===== src/rtl/vga_pkg.sv =====
// Shared VGA timing constants, default image geometry and small helpers
// used by the pixel fetch block and the timing generator.
package vga_pkg;

    localparam int H_ACTIVE = 640;
    localparam int V_ACTIVE = 480;
    localparam int H_TOTAL  = 800;
    localparam int V_TOTAL  = 525;

    localparam int IMG_W_DEF  = 256;
    localparam int IMG_H_DEF  = 256;
    localparam int X_RAW_DEF  = 32;
    localparam int X_FLT_DEF  = 352;
    localparam int Y_TOP_DEF  = 112;
    localparam int RD_LAT_DEF = 2;

    // Idle value of the {hsync, vsync, frame_start} delay line.
    localparam logic [2:0] SYNC_IDLE = 3'b110;

    // Per-pixel decode result carried alongside the memory read.
    typedef struct packed {
        logic raw_hit;
        logic flt_hit;
        logic border;
        logic video_on;
    } pix_flags_t;

    // True when lo <= v < lo + n.
    function automatic logic in_span(input int v, input int lo, input int n);
        return (v >= lo) && (v < lo + n);
    endfunction

endpackage


===== src/rtl/sig_delay.sv =====
// Parameterised-width, parameterised-depth shift register with an
// asynchronous reset value; used for the sync, flag and frame_start lines.
module sig_delay #(
    parameter int             W       = 1,
    parameter int             DEPTH   = 1,
    parameter logic [W-1:0]   RST_VAL = '0
) (
    input  logic          i_clk,
    input  logic          i_rst,
    input  logic [W-1:0]  i_d,
    output logic [W-1:0]  o_q
);

    logic [W-1:0] r_stage [DEPTH];

    // Shift one stage per clock; every stage returns to RST_VAL on reset
    always_ff @(posedge i_clk or posedge i_rst) begin
        if (i_rst) begin
            for (int i = 0; i < DEPTH; i++) begin
                r_stage[i] <= RST_VAL;
            end
        end else begin
            r_stage[0] <= i_d;
            for (int i = 1; i < DEPTH; i++) begin
                r_stage[i] <= r_stage[i-1];
            end
        end
    end

    assign o_q = r_stage[DEPTH-1];

endmodule


===== src/rtl/vga_pixel_fetch.sv =====
// Fetches raw and filtered image pixels for two on-screen windows, turns
// them into grey VGA colour with a white one-pixel frame, and delays the
// syncs so that colour and sync leave the block aligned.
module vga_pixel_fetch
    import vga_pkg::*;
#(
    parameter int IMG_W  = IMG_W_DEF,
    parameter int IMG_H  = IMG_H_DEF,
    parameter int X_RAW  = X_RAW_DEF,
    parameter int X_FLT  = X_FLT_DEF,
    parameter int Y_TOP  = Y_TOP_DEF,
    parameter int RD_LAT = RD_LAT_DEF
) (
    input  logic        clk25,
    input  logic        rst,
    input  logic [9:0]  x,
    input  logic [9:0]  y,
    input  logic        video_on,
    input  logic        hsync_in,
    input  logic        vsync_in,
    input  logic        mode,
    output logic [15:0] raw_addr,
    output logic        raw_rd,
    input  logic [7:0]  raw_data,
    output logic [15:0] flt_addr,
    output logic        flt_rd,
    input  logic [7:0]  flt_data,
    output logic [3:0]  vga_r,
    output logic [3:0]  vga_g,
    output logic [3:0]  vga_b,
    output logic        hsync,
    output logic        vsync,
    output logic        frame_start
);

    logic       w_in_y, w_ring_y;
    logic       w_raw_x, w_raw_ring_x, w_flt_x, w_flt_ring_x;
    logic       w_raw_hit, w_flt_hit, w_border, w_frame_start;
    logic [7:0] w_dy, w_dx_raw, w_dx_flt;
    logic       w_unused_low;

    logic        r_mode;
    logic        r_raw_rd, r_flt_rd, r_border, r_video_on;
    logic [15:0] r_raw_addr, r_flt_addr;
    logic [2:0]  r_sync;
    logic [2:0]  w_sync_d;
    pix_flags_t  w_flags_s0, w_flags_d;
    logic [3:0]  w_grey, r_grey;

    // Window and border decode on the incoming position. The border ring is
    // the window grown by one pixel on each side, minus the window itself.
    assign w_in_y       = in_span(int'(y), Y_TOP, IMG_H);
    assign w_ring_y     = in_span(int'(y), Y_TOP - 1, IMG_H + 2);
    assign w_raw_x      = in_span(int'(x), X_RAW, IMG_W);
    assign w_raw_ring_x = in_span(int'(x), X_RAW - 1, IMG_W + 2);
    assign w_flt_x      = in_span(int'(x), X_FLT, IMG_W);
    assign w_flt_ring_x = in_span(int'(x), X_FLT - 1, IMG_W + 2);

    // The raw window is only shown in side-by-side mode.
    assign w_raw_hit = video_on && !r_mode && w_in_y && w_raw_x;
    assign w_flt_hit = video_on && w_in_y && w_flt_x;
    assign w_border  = video_on &&
                       ((!r_mode && w_ring_y && w_raw_ring_x && !(w_in_y && w_raw_x)) ||
                        (w_ring_y && w_flt_ring_x && !(w_in_y && w_flt_x)));

    assign w_frame_start = (x == 10'd0) && (y == 10'd0);

    // Images are 256 wide, so the address is just {row, column}; only the
    // low 8 bits of each offset matter.
    assign w_dy     = y[7:0] - 8'(Y_TOP);
    assign w_dx_raw = x[7:0] - 8'(X_RAW);
    assign w_dx_flt = x[7:0] - 8'(X_FLT);

    // Only the top nibble of each pixel becomes colour.
    assign w_unused_low = ^{raw_data[3:0], flt_data[3:0]};

    // S0: issue reads, hold addresses between hits, latch mode once per frame
    always_ff @(posedge clk25 or posedge rst) begin
        if (rst) begin
            r_mode     <= 1'b0;
            r_raw_rd   <= 1'b0;
            r_flt_rd   <= 1'b0;
            r_raw_addr <= '0;
            r_flt_addr <= '0;
            r_border   <= 1'b0;
            r_video_on <= 1'b0;
            r_sync     <= SYNC_IDLE;
        end else begin
            if (w_frame_start) begin
                r_mode <= mode;
            end
            r_raw_rd <= w_raw_hit;
            r_flt_rd <= w_flt_hit;
            if (w_raw_hit) begin
                r_raw_addr <= {w_dy, w_dx_raw};
            end
            if (w_flt_hit) begin
                r_flt_addr <= {w_dy, w_dx_flt};
            end
            r_border   <= w_border;
            r_video_on <= video_on;
            r_sync     <= {hsync_in, vsync_in, w_frame_start};
        end
    end

    assign raw_rd   = r_raw_rd;
    assign flt_rd   = r_flt_rd;
    assign raw_addr = r_raw_addr;
    assign flt_addr = r_flt_addr;

    assign w_flags_s0 = '{raw_hit: r_raw_rd, flt_hit: r_flt_rd,
                          border: r_border, video_on: r_video_on};

    // Flags wait for the memory; they arrive together with the read data.
    sig_delay #(
        .W       ($bits(pix_flags_t)),
        .DEPTH   (RD_LAT),
        .RST_VAL ('0)
    ) u_flag_delay (
        .i_clk (clk25),
        .i_rst (rst),
        .i_d   (w_flags_s0),
        .o_q   (w_flags_d)
    );

    // Syncs get one extra stage to match the colour output register.
    sig_delay #(
        .W       (3),
        .DEPTH   (RD_LAT + 1),
        .RST_VAL (SYNC_IDLE)
    ) u_sync_delay (
        .i_clk (clk25),
        .i_rst (rst),
        .i_d   (r_sync),
        .o_q   (w_sync_d)
    );

    assign hsync       = w_sync_d[2];
    assign vsync       = w_sync_d[1];
    assign frame_start = w_sync_d[0];

    // Choose the grey level for the pixel whose read was issued RD_LAT ago
    always_comb begin
        w_grey = 4'h0;
        if (w_flags_d.video_on) begin
            if (w_flags_d.raw_hit) begin
                w_grey = raw_data[7:4];
            end else if (w_flags_d.flt_hit) begin
                w_grey = flt_data[7:4];
            end else if (w_flags_d.border) begin
                w_grey = 4'hF;
            end
        end
    end

    // Output colour register
    always_ff @(posedge clk25 or posedge rst) begin
        if (rst) begin
            r_grey <= 4'h0;
        end else begin
            r_grey <= w_grey;
        end
    end

    assign vga_r = r_grey;
    assign vga_g = r_grey;
    assign vga_b = r_grey;

endmodule


===== config.mk =====
export PLATFORM = sky130hd
export DESIGN_NAME = vga_pixel_fetch
export DESIGN_NICKNAME = d
export VERILOG_FILES = /design/src/rtl/vga_pkg.sv /design/src/rtl/sig_delay.sv /design/src/rtl/vga_pixel_fetch.sv
export SDC_FILE = /design/constraint.sdc
export NUM_CORES = 1
export LEC_CHECK = 0
export CORE_AREA = 2 2 91 84
export CTS_CLUSTER_SIZE = 28
export DETAILED_ROUTE_END_ITERATION = 12
export DIE_AREA = 0 0 93 86
export GPL_ROUTABILITY_DRIVEN = 0
export GPL_TIMING_DRIVEN = 1
export PLACE_DENSITY = 0.72
export SLEW_MARGIN = 20
export SYNTH_ARGS = -nofsm -noshare
export SYNTH_HDL_FRONTEND = slang
export SYNTH_SLANG_ARGS = --single-unit

===== constraint.sdc =====
create_clock -name clk25 -period 2.56 [get_ports clk25]
set_input_delay 0.768 -clock clk25 [delete_from_list [all_inputs] [get_ports clk25]]
set_output_delay 0.768 -clock clk25 [all_outputs]
set_load 0.01 [all_outputs]

# Word level (Yosys, flattened, before mapping)

Index checks and enable logic that the tools add are counted.

Flip-flop bits (word level): 61
Input bits: 42
Output and inout bits: 49
Logic and storage cells: 59

Add/subtract/negate cells: 3
Magnitude comparators: 12
Multiplexer cells: 4
Reductions and logical operators: 26

Operators with widths:

| operator                                                                              | count |
|---|---|
| 10-bit by 9-bit < comparator with 1-bit output (second input constant)                | 4 |
| 10-bit by 7-bit greater-or-equal comparator with 1-bit output (second input constant) | 2 |
| 10-bit by 9-bit greater-or-equal comparator with 1-bit output (second input constant) | 2 |
| 1-bit logical AND                                                                     | 20 |
| 10-bit zero test                                                                      | 2 |
| 10-bit < comparator (second input constant)                                           | 2 |
| 4-bit two-way mux                                                                     | 4 |
| 8-bit by 7-bit subtractor with 8-bit output (second input constant)                   | 2 |
| 10-bit by 5-bit greater-or-equal comparator with 1-bit output (second input constant) | 1 |
| 10-bit by 6-bit greater-or-equal comparator with 1-bit output (second input constant) | 1 |
| 8-bit by 6-bit subtractor with 8-bit output (second input constant)                   | 1 |
| 1-bit zero test                                                                       | 3 |
| 1-bit logical OR                                                                      | 1 |

# Longest topological paths before layout

Gate-level depths: netlist of run 1.

Depth after elaboration: 7
Gate-level depth with buffers: 7
Mapped depth without buffers: 6

# By module

From an unflattened synthesis of run 1, not the netlist that was laid out.

Cell total of the unflattened synthesis: 198
Area, all modules: 2581.2 µm²

Modules (own cells, without submodules):

| module                    | times used | cells each | area an instance (µm²) | sequential area each (µm²) |
|---|---|---|---|---|
| vga_pixel_fetch           | 1          | 172        | 2088.3                 | 1103.6 |
| sig_delay at u_sync_delay | 1          | 13         | 259.0                  | 232.7 |
| sig_delay at u_flag_delay | 1          | 13         | 234.0                  | 200.2 |

# Least setup slack after synthesis of run 1

OpenSTA, ideal clock, no wires.

Path type: in2reg
Start point: in y[2]
End point: reg r_mode
Setup time: 0.127 ns
Arrival: 2.406 ns
Data required time: 2.433 ns
Slack: 0.027 ns
Cell stages on the path: 5
Buffers on the path: 0
Cell sequence: or4_4 -> or4_1 -> nor4b_1 -> and3b_2 -> mux2_1

Cells in the longest elaborated chain, start to end: 2

Ends and longest elaborated chain:

| element              | line                  | RTL |
|---|---|---|
| from (decl)          | vga_pixel_fetch.sv:17 | `input logic [9:0] y,` |
| 10-bit zero test     | vga_pixel_fetch.sv:66 | `assign w_frame_start = (x == 10'd0) && (y == 10'd0);` |
| 1-bit logical AND    | vga_pixel_fetch.sv:66 |  |
| net w_frame_start    | vga_pixel_fetch.sv:38 | `logic w_raw_hit, w_flt_hit, w_border, w_frame_start;` |
| to (signal assigned) | vga_pixel_fetch.sv:90 | `r_mode <= mode;` |
| to (decl)            | vga_pixel_fetch.sv:42 | `logic r_mode;` |

The timed path passes the listed nets, and every way through them passes these cells.
A chain may end at the register's enable or synchronous reset.

# Worst setup path after layout of run 1

Start point: in y[3]
End point: reg r_mode

The elaborated chain is that of the path after synthesis.

==> results.md, run 1 <==
* Max FO, Critical Path at 3
* Register area share after synthesis at 0.621
* Comb power frac at 0.263
* Sw Share at 0.255
* Worst Path Required at 2.78 ns
* Post-synth top flop: dfrtp_1
* Die X at 93 um
* Final Setup Violations at 0
* Final WS setup at ~0.038 ns
* Top-area cell type share of the netlist area at 0.536
* Drt first pass iters at 6
* Port bufs at 82
* Pwr Density at 711 nW/um^2
* Critical path arrival at 2.74 ns
* Slew Limit Fails at 0
* Ports at 91
* Total Power at 2770 uW
* Clk sinks at 61
* Grt met1 use at 0.183
* Number of diodes at 0
* Via density at ~4.7
* Slew @ Worst Pin at 0.376 ns
* Synth unique cells at 37
* Pin count of the biggest net entering global routing at 31
* Rel. slew slack at 0.747
* Post-Syn Area per Cell at between 10 and 15 sq um
* Met2 usage in global routing at 0.261
* DRC at 0
* H-Tree Depth at 3
* Fin. Hold Viols at 0
* Clock skew at 0.00373 ns
* Design Area, Final at 3890 sq um
* P_sw at between 700 and 800 uW
* Antenna violations before repair at 0
* Die area at 8000 sq um
* Place WS at -0.599 ns
* Mapped cell area at 2470 sq um
* Leading area contributor after synthesis: dfrtp_1
* Minimum clock period at 2.52 ns
* Hpwl dp at 4.31 mm
* Clk_lat worst skew at 0.33 ns
* Cells after synthesis at 189
* Drt total wl at between 5 and 6 mm
* Fmax at 396 MHz
* Clock Power Share at 0.298
* Crit Path Class: in -> reg
* Most frequent cells in the layout: 78 x clkdlybuf4s50_1, 53 x dfrtp_1, 37 x buf_4, 25 x mux2_2, 12 x o21ai_0
* Core Rows at 29
* CTS tree: built
* Via count at about 1,900
* Grt ovf at 0
* Critical path capture point type: register
* Max Buffers Root-to-Sink at 2
* Post-CTS Hold Fix Bufs at 0
* Share of synthesized registers carrying an async set or reset at 1.00
* Fraction of layout cells with a size suffix above 1 at 0.314
* Die Height at approximately 86 um
* WL per Instance at 14.3 um
* Post-synth EDFFs at 0
* Initial Utilization at 0.355
* DR iter-0 viols at 61
* RSZ-0062 raised after global routing: true
* Fin nets at roughly 360
* Clock slew at reported path FFs at about 0.060 ns
* Top Usage Layer GRT: met2
* Final period utilization at 0.985
* Mapped Nets at 237
* GRT Total Usage at 0.158
* Pint at 2060 uW
* Leading cell type in the layout, fill and taps excluded: clkdlybuf4s50_1
* DRT antenna net count at 0
* Final core occ at 0.558
* Vias in the first global route at slightly above 2,000
* Max Cap Violations at 0
* Top area cells in the synthesized netlist: dfrtp_1 54%, mux2_2 11%, dfstp_2 8.5%
* TritonCTS Buffers at 9
* Area grow syn2layout at 57.3%
* Post-DP Area at 3640 sq um
* Core area at 6970 sq um
* Worst min path class: reg -> reg
* Leak at 0.00173 uW
* Root Buffer: clkbuf_8
* VDD IR max at 0.510 mV
* Critical path launch point type: primary input
* Seq pwr share at 0.439
* First-pass GRT wire length at 9.62 mm
* Number of synthesized register bits at 61
* Met3 GRT Util at 0.0580
* YS warnings at 0
* Outcome: completed
-- cells by family after synthesis --
family | Yosys count | synth area share
compound gates | 36 | 0.0865
flops | 61 | 0.621
xor+xnor | 4 | 0.0142
mux | 27 | 0.122
simple gates | 31 | 0.0749
fa+ha+maj | 6 | 0.0303
buf+inv | 24 | 0.0506
-- area by class of cell --
type                    count  area [sq um]
clock inverters             4          47.5
fillers                   600          3080
repair buffers            122          1140
flip-flops and latches     61          1540
multi-input cells         104           867
well taps                  93           116
inverters                   9          33.8
clock buffers              12           145
-- routing by layer --
layer / vias up / part of all wire
met2: 79 / 0.50
met5: - / 0
met1: 915 / 0.41
met4: 0 / 0.013
met3: 13 / 0.074
li1: 899 / -
-- timing repair --
item | 4_1_cts | 5_1_grt
setup endpoints to repair | 24 | 32
buffers inserted | 1 | 0
pin swaps | 5 | 2
resized for setup | 15 | 5
gates cloned | 0 | 0
-- synthesized netlist by cell type (2+ instances only) --
cell type	instances
nand3_1	3
a211oi_1	2
dfstp_2	8
o211ai_1	3
o21ai_0	13
nand4_1	2
mux2_2	25
nand2b_1	3
nor2b_1	4
inv_1	9
ha_1	6
a21oi_1	11
buf_4	8
dfrtp_1	53
nand2_1	9
xor2_1	3
buf_2	4
clkbuf_1	3
nor4_1	2
-- power groups by stage --
stage,Combinational [uW],Clock [uW],Sequential [uW]
5_1_grt,786,903,1240
2_1_floorplan,192,0,1290
3_5_place_dp,725,0,1230
4_1_cts,734,861,1220
3_3_place_gp,715,0,1230
6_report,728,826,1210
-- worst max-delay path, cell delays in order --
cell and delay, ns:
clkdlybuf4s15_1 0.19, or4_4 0.54, or4_4 0.51, nor4b_4 0.22
and3b_2 0.23, mux2_4 0.29
-- through the flow --
step | cells | hold WS, ns | setup TNS [ns]
3_5_place_dp | 388 | 0.336 | -13.56
6_report | 405 | 0.348 | 0
4_1_cts | 405 | 0.352 | 0
2_1_floorplan | 189 | 0.331 | 0
5_1_grt | 405 | 0.360 | -0.0230
3_3_place_gp | 388 | 0.331 | -15.06
-- flip-flops by register name, summed over array words and instances (netlist names) --
register,count
flt_addr,16
raw_addr,16
u_sync_delay.r_stage,6
u_flag_delay.o_q,4
u_flag_delay.r_stage,4
vga_b,4
r_sync,3
u_sync_delay.o_q,3
flt_rd,1
r_border,1
r_mode,1
r_video_on,1
raw_rd,1
-- worst paths after layout --
kind                                               from             endpoint  slack, ns  cells past startpoint
worst min-delay path            u_sync_delay.r_stage[3]  u_sync_delay.o_q[0]       0.35                      0
worst max register to register                   r_mode          raw_addr[6]       1.24                      6
min in group asynchronous                           rst  u_flag_delay.o_q[1]       0.72                      2
worst min register to register  u_sync_delay.r_stage[3]  u_sync_delay.o_q[0]       0.35                      0
max in group asynchronous                           rst          flt_addr[6]       1.29                      3
worst max-delay path                               y[3]               r_mode       0.04                      6
Power figures use the tool's default switching activity.
==> run 2, diff against run 1 <==
CELL_PAD_IN_SITES_DETAIL_PLACEMENT = 1   (was not set)
CELL_PAD_IN_SITES_GLOBAL_PLACEMENT = 2   (was not set)
CORE_AREA = 2 2 103 95   (was 2 2 91 84)
DIE_AREA = 0 0 105 97   (was 0 0 93 86)
PLACE_DENSITY = 0.83   (was 0.72)
==> results.md, run 2 (synthesized netlist as in run 1, its figures left out) <==
* Post-CTS Hold Fix Bufs at 0
* Leak at 0.00177 uW
* DRC at 0
* Pwr Density at approximately 700 nW/um^2
* Fmax at between 300 and 400 MHz
* Max Buffers Root-to-Sink at 2
* Final Hold Slack at between 0.3 and 0.4 ns
* Via density at 4.36
* Die area at 10,200 sq um
* Final period utilization at 0.987
* Die X at between 100 and 150 um
* Grt ovf at 0
* Critical path capture point type: register
* Root Buffer: clkbuf_8
* Clk sinks at a little over 60
* Clock skew at 0.00743 ns
* Post-DP Area at approximately 3700 sq um
* Ports at 91
* Max FO, Critical Path at 11
* WL per Instance at 14.7 um
* Seq pwr share at 0.430
* TritonCTS Buffers at 9
* Non-filler instance count after layout at 438
* Comb power frac at 0.261
* Crit Path Class: in -> reg
* Leading cell type in the layout, fill and taps excluded: clkdlybuf4s50_1
* Clock slew at reported path FFs at ~0.07 ns
* Filler instances at about 1,000
* Fraction of layout cells with a size suffix above 1 at 0.332
* DRT antenna net count at 0
* Core Rows at 33
* Pin count of the biggest net entering global routing at 31
* Outcome: completed
* H-Tree Depth at 3
* Area grow syn2layout at 62.2%
* Max Cap Violations at 0
* Total Power at 2820 uW
* Antenna violations before repair at 0
* Core area at 9000 sq um
* Worst min path class: reg -> reg
* CTS tree: built
* Hpwl dp at 4.84 mm
* Worst Path Required at roughly 2.8 ns
* Slew Limit Fails at 0
* Drt first pass iters at 3
* Port bufs at 82
* Via count at 1,908
* Slew @ Worst Pin at around 0.47 ns
* Sw Share at 0.267
* Clk_lat worst skew at 0.34 ns
* Pint at ~2100 uW
* Critical path launch point type: primary input
* Final core occ at 0.446
* Vias in the first global route at around 2,200
* Critical path arrival at between 2 and 3 ns
* Fin nets at 359
* Die Height at about 97 um
* Design Area, Final at 4010 sq um
* Rel. slew slack at 0.683
* Number of diodes at 0
* Most frequent cells in the layout: 78 x clkdlybuf4s50_1, 53 x dfrtp_1, 39 x buf_4, 25 x mux2_2, 13 x o21ai_0
* Final Setup Violations at 0
* Drt total wl at 6.43 mm
* Cells after DPL at 417
* DR iter-0 viols at 42
* VDD IR max at 0.373 mV
* Fin. Hold Viols at 0
* First-pass GRT wire length at around 10 mm
* Initial Utilization at 0.275
* P_sw at approximately 750 uW
* GRT Total Usage at 0.133
* Minimum clock period at 2.53 ns
* Clock Power Share at 0.309
[run 2: through the flow]
| stage | setup WS, ns | TNS (ns) |
|---|---|---|
| final | 0.0334 | 0 |
| after global routing | -0.0329 | -0.0338 |
| after global placement | -0.572 | -15.88 |
| after detailed placement | -0.598 | -17.04 |
| after floorplan | 0.0269 | 0 |
| after CTS | 0.00283 | 0 |
[run 2: critical path, stage by stage]
cell and delay [ns]:
clkdlybuf4s50_1 0.44, ha_1 0.27, a2111oi_4 0.39, o21ai_2 0.15
nand4_1 0.21, buf_12 0.17, mux2_2 0.34
[run 2: path summary, 6_finish.rpt]
path | cells after the start | startpoint | end | slack [ns]
max in group asynchronous | 3 | rst | raw_addr[2] | 1.26
setup reg to reg | 6 | r_mode | raw_addr[6] | 1.21
hold reg to reg | 0 | u_sync_delay.r_stage[8] | u_sync_delay.r_stage[5] | 0.35
setup / recovery | 7 | y[4] | raw_addr[1] | 0.03
hold / removal | 0 | u_sync_delay.r_stage[8] | u_sync_delay.r_stage[5] | 0.35
min in group asynchronous | 2 | rst | raw_addr[10] | 0.77
[run 2: power groups by stage]
stage	logic, uW	clock network, uW	registers (uW)
after floorplan	192	0	1290
after global placement	717	0	1230
after detailed placement	731	0	1230
after CTS	741	904	1220
after global routing	796	950	1240
final	737	871	1210
[run 2: area by class of cell]
cell class / count / area, sq um / area share
sequential: 61 / 1540 / 0.383
tap: 122 / 153 / 0.0381
timing repair buffer: 126 / 1200 / 0.300
clock inverter: 5 / 58.8 / 0.0147
clock buffer: 11 / 141 / 0.0352
inverter: 9 / 33.8 / 0.00842
multi-input combinational: 104 / 885 / 0.221
[run 2: repair_timing]
item                       CTS  global route
setup endpoints to repair   30            31
gates resized for setup     16             6
pin swaps                    5             4
setup buffers                4             0
gates cloned                 0             1
[run 2: routing by layer]
layer,vias to the layer above,GRT usage,share of wire
met3,14,0.0559,0.058
li1,903,-,-
met4,0,0.0462,0.024
met1,923,0.158,0.43
met5,-,0,0
met2,68,0.215,0.49
